`config.mk`:
```
export PLATFORM = sky130hd
export DESIGN_NAME = muldiv_unit
export DESIGN_NICKNAME = d
export VERILOG_FILES = /design/src/rtl/muldiv_unit.sv
export SDC_FILE = /design/constraint.sdc
export NUM_CORES = 1
export LEC_CHECK = 0
export BUFFER_PORTS_ARGS = -buffer_cell sky130_fd_sc_hd__buf_2
export CORE_ASPECT_RATIO = 0.75
export CORE_MARGIN = 1
export CORE_UTILIZATION = 40
export DETAILED_ROUTE_END_ITERATION = 10
export GPL_ROUTABILITY_DRIVEN = 0
export PLACE_DENSITY = 0.65
export SETUP_SLACK_MARGIN = 0.2
export SYNTH_ARGS = -nofsm -noshare
export SYNTH_HDL_FRONTEND = slang
export SYNTH_SLANG_ARGS = --single-unit
```
`constraint.sdc`:
```
create_clock -name clk -period 7.67 [get_ports clk]
set_clock_uncertainty 0.2 [all_clocks]
set_input_delay 1.9175 -clock clk [delete_from_list [all_inputs] [get_ports clk]]
set_output_delay 1.9175 -clock clk [all_outputs]
set_load 0.01 [all_outputs]
```
`src/rtl/muldiv_unit.sv`:
```
// rtl/muldiv_unit.sv - multi-cycle MULT/MULTU/DIV/DIVU unit owning the HI/LO registers
// Optional MULDIV_EARLY_OUT_EN: multiply RUN stops after the last set multiplier bit.
module muldiv_unit #(
  parameter int WIDTH = 32
) (
  input  logic             clk,
  input  logic             rst_n,
  input  logic             start_i,
  input  logic [4:0]       alu_control_i,
  input  logic [WIDTH-1:0] src_a_i,
  input  logic [WIDTH-1:0] src_b_i,
  input  logic             hi_we_i,
  input  logic             lo_we_i,
  input  logic [WIDTH-1:0] wdata_i,
  output logic             busy_o,
  output logic             done_o,
  output logic             div_by_zero_o,
  output logic [WIDTH-1:0] hi_o,
  output logic [WIDTH-1:0] lo_o
);

  localparam int CW = $clog2(WIDTH + 1);
  localparam logic [4:0] OP_MULT  = 5'b01001;
  localparam logic [4:0] OP_MULTU = 5'b01010;
  localparam logic [4:0] OP_DIV   = 5'b00100;
  localparam logic [4:0] OP_DIVU  = 5'b01011;

  typedef enum logic [1:0] {S_IDLE, S_RUN, S_FIX} state_t;

  state_t             state_q, state_d;
  logic [CW-1:0]      cnt_q, cnt_d;
  logic [2*WIDTH-1:0] acc_q, acc_d;
  logic [WIDTH-1:0]   a_q, a_d;
  logic [WIDTH-1:0]   b_q, b_d;
  logic [WIDTH-1:0]   hi_q, hi_d;
  logic [WIDTH-1:0]   lo_q, lo_d;
  logic               is_div_q, is_div_d;
  logic               neg_q, neg_d;
  logic               neg_rem_q, neg_rem_d;
  logic               dbz_q, dbz_d;
  logic               busy_q, busy_d;
  logic               done_q, done_d;
  logic               dbz_out_q, dbz_out_d;
`ifdef MULDIV_EARLY_OUT_EN
  logic [CW-1:0]      shamt_q, shamt_d;
  logic [CW-1:0]      mul_len;
`endif

  logic               is_mul_op, is_div_op, is_signed_op;
  logic [WIDTH-1:0]   a_mag, b_mag;
  logic [WIDTH:0]     mul_sum, div_trial;
  logic [2*WIDTH-1:0] mul_prod, prod_fix;
  logic [WIDTH-1:0]   quo_fix, rem_fix;

  always_comb begin
    is_mul_op    = (alu_control_i == OP_MULT) || (alu_control_i == OP_MULTU);
    is_div_op    = (alu_control_i == OP_DIV)  || (alu_control_i == OP_DIVU);
    is_signed_op = (alu_control_i == OP_MULT) || (alu_control_i == OP_DIV);
    a_mag = (is_signed_op && src_a_i[WIDTH-1]) ? -src_a_i : src_a_i;
    b_mag = (is_signed_op && src_b_i[WIDTH-1]) ? -src_b_i : src_b_i;
  end

`ifdef MULDIV_EARLY_OUT_EN
  // Iterations needed = index of the top set multiplier bit + 1, at least one.
  always_comb begin
    mul_len = CW'(1);
    for (int i = 0; i < WIDTH; i++) begin
      if (b_mag[i]) mul_len = CW'(i + 1);
    end
  end
`endif

  // Multiply keeps the multiplier in acc low half and shifts right;
  // divide keeps remainder:quotient in acc and shifts left.
  always_comb begin
    mul_sum   = {1'b0, acc_q[2*WIDTH-1:WIDTH]} + {1'b0, a_q};
    div_trial = acc_q[2*WIDTH-1:WIDTH-1] - {1'b0, b_q};
`ifdef MULDIV_EARLY_OUT_EN
    mul_prod  = acc_q >> shamt_q;
`else
    mul_prod  = acc_q;
`endif
    prod_fix  = neg_q ? -mul_prod : mul_prod;
    quo_fix   = neg_q ? -acc_q[WIDTH-1:0] : acc_q[WIDTH-1:0];
    rem_fix   = neg_rem_q ? -acc_q[2*WIDTH-1:WIDTH] : acc_q[2*WIDTH-1:WIDTH];
  end

  always_comb begin
    state_d   = state_q;
    cnt_d     = cnt_q;
    acc_d     = acc_q;
    a_d       = a_q;
    b_d       = b_q;
    hi_d      = hi_q;
    lo_d      = lo_q;
    is_div_d  = is_div_q;
    neg_d     = neg_q;
    neg_rem_d = neg_rem_q;
    dbz_d     = dbz_q;
    busy_d    = busy_q;
    done_d    = 1'b0;
    dbz_out_d = 1'b0;
`ifdef MULDIV_EARLY_OUT_EN
    shamt_d   = shamt_q;
`endif
    unique case (state_q)
      S_IDLE: begin
        if (hi_we_i) hi_d = wdata_i;
        if (lo_we_i) lo_d = wdata_i;
        if (start_i && (is_mul_op || is_div_op)) begin
          a_d       = a_mag;
          b_d       = b_mag;
          is_div_d  = is_div_op;
          neg_d     = is_signed_op & (src_a_i[WIDTH-1] ^ src_b_i[WIDTH-1]);
          neg_rem_d = is_signed_op & src_a_i[WIDTH-1];
          dbz_d     = is_div_op && (src_b_i == '0);
          cnt_d     = CW'(WIDTH);
          busy_d    = 1'b1;
`ifdef MULDIV_EARLY_OUT_EN
          shamt_d   = '0;
`endif
          if (is_div_op && (src_b_i == '0)) begin
            // Raw dividend is kept so HI can return it untouched.
            acc_d   = {{WIDTH{1'b0}}, src_a_i};
            state_d = S_FIX;
          end else if (is_div_op) begin
            acc_d   = {{WIDTH{1'b0}}, a_mag};
            state_d = S_RUN;
          end else begin
            acc_d   = {{WIDTH{1'b0}}, b_mag};
            state_d = S_RUN;
`ifdef MULDIV_EARLY_OUT_EN
            cnt_d   = mul_len;
            shamt_d = CW'(WIDTH) - mul_len;
`endif
          end
        end
      end
      S_RUN: begin
        cnt_d = cnt_q - CW'(1);
        if (is_div_q) begin
          if (!div_trial[WIDTH]) acc_d = {div_trial[WIDTH-1:0], acc_q[WIDTH-2:0], 1'b1};
          else                   acc_d = {acc_q[2*WIDTH-2:0], 1'b0};
        end else begin
          if (acc_q[0]) acc_d = {mul_sum, acc_q[WIDTH-1:1]};
          else          acc_d = {1'b0, acc_q[2*WIDTH-1:1]};
        end
        if (cnt_q == CW'(1)) state_d = S_FIX;
      end
      S_FIX: begin
        if (dbz_q) begin
          hi_d = acc_q[WIDTH-1:0];
          lo_d = '1;
        end else if (is_div_q) begin
          hi_d = rem_fix;
          lo_d = quo_fix;
        end else begin
          hi_d = prod_fix[2*WIDTH-1:WIDTH];
          lo_d = prod_fix[WIDTH-1:0];
        end
        busy_d    = 1'b0;
        done_d    = 1'b1;
        dbz_out_d = dbz_q;
        cnt_d     = '0;
        state_d   = S_IDLE;
      end
      default: begin
        state_d = S_IDLE;
        busy_d  = 1'b0;
      end
    endcase
  end

  always_ff @(posedge clk or negedge rst_n) begin
    if (!rst_n) begin
      state_q   <= S_IDLE;
      cnt_q     <= '0;
      acc_q     <= '0;
      a_q       <= '0;
      b_q       <= '0;
      hi_q      <= '0;
      lo_q      <= '0;
      is_div_q  <= 1'b0;
      neg_q     <= 1'b0;
      neg_rem_q <= 1'b0;
      dbz_q     <= 1'b0;
      busy_q    <= 1'b0;
      done_q    <= 1'b0;
      dbz_out_q <= 1'b0;
`ifdef MULDIV_EARLY_OUT_EN
      shamt_q   <= '0;
`endif
    end else begin
      state_q   <= state_d;
      cnt_q     <= cnt_d;
      acc_q     <= acc_d;
      a_q       <= a_d;
      b_q       <= b_d;
      hi_q      <= hi_d;
      lo_q      <= lo_d;
      is_div_q  <= is_div_d;
      neg_q     <= neg_d;
      neg_rem_q <= neg_rem_d;
      dbz_q     <= dbz_d;
      busy_q    <= busy_d;
      done_q    <= done_d;
      dbz_out_q <= dbz_out_d;
`ifdef MULDIV_EARLY_OUT_EN
      shamt_q   <= shamt_d;
`endif
    end
  end

  assign busy_o        = busy_q;
  assign done_o        = done_q;
  assign div_by_zero_o = dbz_out_q;
  assign hi_o          = hi_q;
  assign lo_o          = lo_q;

endmodule

```
After elaboration in Yosys (flattened, before gate mapping)
Cells that the tools add are included.
{"block": "totals", "ff_bits": 207, "out_inout_bits": 67, "word_cells": 87}
{"block": "op_classes", "n_addsub": 8, "eq_ne": 11, "muxes": 30, "bitwise_logic": 4, "reduce_logical": 20}
{"op": "$mux 32", "count": 12}
{"op": "$mux 64", "count": 5}
{"op": "$neg 32->32", "count": 4}
{"op": "$pmux 32 s2", "count": 2}
{"op": "$pmux 64 s2", "count": 1}
{"op": "$neg 64->64", "count": 1}
{"op": "$add 32x32->33", "count": 1}
{"op": "$sub 33x32->33", "count": 1}
{"op": "$logic_not 32->1", "count": 1}
{"op": "$pmux 6 s3", "count": 1}
{"op": "$eq 5x4->1 const B", "count": 3}
{"op": "$reduce_and 2->1", "count": 7}
{"op": "$ne 2x2->1 const B", "count": 4}
{"op": "$eq 6x1->1 const B", "count": 1}
{"op": "$mux 2", "count": 3}
{"op": "$mux 6", "count": 1}
{"op": "$sub 6x1->6 const B", "count": 1}
{"op": "$eq 5x3->1 const B", "count": 1}
{"op": "$logic_and 1x1->1", "count": 4}
{"op": "$logic_or 1x1->1", "count": 4}
{"op": "$pmux 2 s2", "count": 1}
{"op": "$reduce_bool 2->1", "count": 2}
{"op": "$mux 1", "count": 3}
{"op": "$reduce_bool 3->1", "count": 1}
{"op": "other kinds (7)", "count": 8}

Logic depth before layout (Yosys ltp)
{"block": "depth", "depth_word": 8, "mapped_depth": 14}

Worst setup path before layout
No wires, ideal clock.
{"block": "synth_timing", "kind": "input -> register", "from": "input src_b_i[0]", "to": "register acc_q[12]", "arrival_ps": 4130, "setup_slack_ps": 3236, "stages": 11, "cell_sequence": "inv_1 -> ha_1 -> or3b_2 -> nor2b_1 -> clkbuf_1 -> nand4_1 -> or4_1 -> buf_2 -> nor2b_1 -> xnor2_1 -> a221oi_1"}
{"block": "synth_between", "elab_chain_len": 6, "word_cells_on_any_way": 8, "classes_between": "add/sub (1); mux (5); reduce/logical (2)"}
{"element": "start, declared", "line_no": "11", "source": "input logic [WIDTH-1:0] src_b_i,"}
{"element": "$neg 32->32", "line_no": "60", "source": "b_mag = (is_signed_op && src_b_i[WIDTH-1]) ? -src_b_i : src_b_i;"}
{"element": "$mux 32", "line_no": "60"}
{"element": "$mux 32", "line_no": "126", "source": "end else if (is_div_op) begin"}
{"element": "$mux 32 (*)", "line_no": "122", "source": "if (is_div_op && (src_b_i == '0)) begin"}
{"element": "$mux 64 (*)", "line_no": "110", "source": "if (start_i && (is_mul_op || is_div_op)) begin"}
{"element": "$pmux 64 s2 (*)", "line_no": "106", "source": "unique case (state_q)"}
{"element": "end signal, assigned", "line_no": "178", "source": "acc_q <= '0;"}
{"element": "end signal, assigned", "line_no": "196", "source": "acc_q <= acc_d;"}
{"element": "end, declared", "line_no": "32", "source": "logic [2*WIDTH-1:0] acc_q, acc_d;"}
Mark *: on every way between the ends. The rest lies on a longest branch, timed or not. The select of a mux whose other input is x is not followed.
A chain may end at the register's enable or synchronous reset.

Final worst setup path
{"block": "layout_timing", "from": "register acc_q[31]", "to": "register acc_q[62]"}
{"block": "layout_between", "elab_chain_len": 4}
{"element": "$sub 33x32->33", "line_no": "77", "source": "div_trial = acc_q[2*WIDTH-1:WIDTH-1] - {1'b0, b_q};"}
{"element": "$mux 64", "line_no": "142", "source": "if (!div_trial[WIDTH]) acc_d = {div_trial[WIDTH-1:0], acc_q[WIDTH-2:0], 1'b1};"}
{"element": "$mux 64", "line_no": "141", "source": "if (is_div_q) begin"}
{"element": "$pmux 64 s2", "line_no": "106"}
No other way between the ends.

==> flow_summary.yaml <==
floorplanning:
  ios: 173
  rows: 65
  coreArea_sq_mm: 0.0420
  die-area_sq_mm: 0.0435
  die_h_um: 181
  die_w_um: 241
  initial_utilization_pct: 40.6
status:
  status: "completed"
yosys:
  netlist_top_cells_area: "dfrtp_1 30%, o21ai_0 7.3%, xnor2_1 6.1%"
  syn_avg_cell_area_sq_um: 7.85
  synth_fp_nets: 2357
  synth_top_area_share_pct: 30.3
  ys_warn_count: 0
  synthCells: 2176
  yosys.area.top_type: "dfrtp_1"
  synth_edf_count: 0
  synth_seq_cells: 207
  synth-async-reset-ratio_pct: 100
  ys_types: 96
  ys_seq_area_share_pct: 30.3
  netlist_area_sq_mm: 0.0171
  ys.flop_type: "dfrtp_1"
global_route:
  grt_pass1_vias: 16379
  grt_max_degree: 151
  grt_pass1_wl_um: 101000
  track_usage_pct: 30.3
  overflow: 0
  antenna_found_initial: 4
sta:
  max-slew-margin-rel_pct: 11.3
  slew_viol_final: 0
  worst_pin_slew_ps: 1330
  grt_setup_unrepaired: "no"
  fmaxAchievable_mhz: 207
  hold_violations: 0
  fin_crit_sh_pct: 63.1
  finalSetupViolations: 0
  final.setup.tns_ps: 0
  min_period_ps: 4840
final_layout:
  layout_commonest_cell: "nand2_1"
  multi_input_area_sq_mm: 0.0110
  area_growth_pct: 12.2
  num-nets-final: 2439
  mostFrequentLayoutCells: "272 x nand2_1, 248 x o21ai_0, 206 x dfrtp_1"
  fill_cells: 4192
  drive_above_1_share_pct: 13.5
  stdcell_area_sq_mm: 0.0192
  final-seq-area_sq_mm: 0.00518
clocking:
  cts_buffers: 24
  ctsHoldBuffers: 0
  clockBufferDepth: 3
  clk_pin_slew_ps: 70
  worstSkewPairLatency_ps: 590
  cts_tree: "done"
  h-tree-depth: 1
  clkSinkCount: 207
  cts_root_buf: "clkbuf_16"
  postCtsResizedCells: 0
  post-cts-setup-buffers: 0
pwr:
  seq_power_share_pct: 24.9
  pwr-share-comb_pct: 61.8
  ir_drop_mv: 0.285
  power_frac_clock_pct: 13.3
  switching_share_pct: 52.2
  p_leak_nw: 8.15
  p_int_mw: 4.34
  p_sw_mw: 4.73
  power_density_mw_per_mm2: 473
detailed_routing:
  wl_per_cell_um: 23.5
  finalWirelength_um: 67000
  ant_nets: 0
  vias_per_cell: 6.30
  drt_iter0_drc: 2557
  drt-pass1-iter-count: 8
  vias: 17935
  drcViolationCount: 0
worst_setup_path:
  critPathMaxFanout: 29
  cp.required_ps: 7910
  start_kind: "flop"
  crit_type: "reg2reg"
  endpoint_kind: "flop"
  critPathArrivalTime_ps: 5080
placed_design:
  place_area_sq_mm: 0.0184
  dp_hpwl_um: 51600
  io_buffers: 172
flow_run:
  max_cap_viol_count: 0
min_path:
  hp-class: "reg2reg"
state kept, by name, indices dropped and copies added, names as in the netlist, 2 cells and up:
signal   flops
a_q         32
cnt_q        6
lo_o        32
state_q      2
acc_q       64
b_q         32
hi_o        32
Yosys cell counts (8+ instances only):
library cell	count
xnor2_1	119
o211ai_1	25
nor4_1	18
a21o_1	26
a211oi_1	19
o31ai_1	24
or3_1	16
o21ai_0	248
nor2b_1	9
buf_2	14
nand4_1	12
mux2i_1	54
a22oi_1	21
and3_1	19
nor3_1	50
nand2_1	272
o221ai_1	11
nand2b_1	20
mux2_2	8
o21a_1	8
clkbuf_1	121
dfrtp_1	207
a21oi_1	167
ha_1	73
a31oi_1	17
o41ai_1	16
buf_1	13
nand3_1	64
a221oi_1	9
inv_1	78
nor2_1	152
xor2_1	71
o22ai_1	45
or4_1	13
kinds of logic after synthesis:
group	after synthesis	share of synthesized area, %
buffers and inverters	232	5.36
adders and majority gates	75	5.58
AOI/OAI and AO/OA	713	25.8
and+or+nand+nor	697	19.5
muxes	62	3.69
DFF	207	30.3
xor gates and xnor gates	190	9.75
final timing paths:
path | cells after the start | start | to | slack [ps]
setup / recovery | 12 | acc_q[31]$_DFFE_PN0P_ | acc_q[62]$_DFFE_PN0P_ | 2830
hold reg to reg | 2 | lo_o[21]$_DFFE_PN0P_ | lo_o[21]$_DFFE_PN0P_ | 280
min in group asynchronous | 1 | rst_n | a_q[16]$_DFFE_PN0P_ | 1100
max in group asynchronous | 2 | rst_n | hi_o[30]$_DFFE_PN0P_ | 4820
setup reg to reg | 12 | acc_q[31]$_DFFE_PN0P_ | acc_q[62]$_DFFE_PN0P_ | 2830
hold / removal | 2 | lo_o[21]$_DFFE_PN0P_ | lo_o[21]$_DFFE_PN0P_ | 280
stage by stage:
| step | utilization [%] | power, mW | hold slack (ps) | setup WS, ps | std cells |
|---|---|---|---|---|---|
| after floorplan | - | 5.81 | 243 | 3240 | 2176 |
| after global placement | 43.7 | 7.54 | 261 | 2640 | 2801 |
| after detailed placement | 43.7 | 7.65 | 270 | 2520 | 2801 |
| after CTS | 45.6 | 8.86 | 282 | 2980 | 2844 |
| after global routing | 45.6 | 9.62 | 296 | 2720 | 2846 |
| final | 45.6 | 9.06 | 276 | 2830 | 2848 |
worst max-delay path: stages, from the launching register on:
cell	delay, ps
dfrtp_1	580
inv_1	220
ha_1	280
fa_1	390
nand2b_1	210
a21o_1	240
a211o_1	340
o211ai_2	290
a31oi_1	170
a221o_2	450
nand2_2	580
mux2_2	410
a221o_1	340
per-layer routing:
metal / share of wire (%) / GRT usage [%]
met5: 0 / 0
met1: 43 / 45.1
met3: 14 / 10.4
met2: 40 / 41.1
met4: 2.5 / 7.34
power groups by stage:
stage               sequential, mW  combinational [mW]  clock [mW]
CTS                           2.22                5.43        1.20
global placement              2.22                5.33           0
finish                        2.26                5.60        1.20
global route                  2.29                6.07        1.26
detailed placement            2.24                5.41           0
floorplan                     1.97                3.84           0
area by class of cell:
type                            instances  area share [%]
Timing Repair Buffer                  208            6.01
Inverter                               80            1.57
Sequential cell                       207            27.0
Tap cell                              569            3.71
Multi-Input combinational cell       1737            57.5
Antenna cell                            4          0.0522
Clock buffer                           28            3.21
Clock inverter                         15           0.953
No activity file was read; power rests on OpenSTA's default activity.
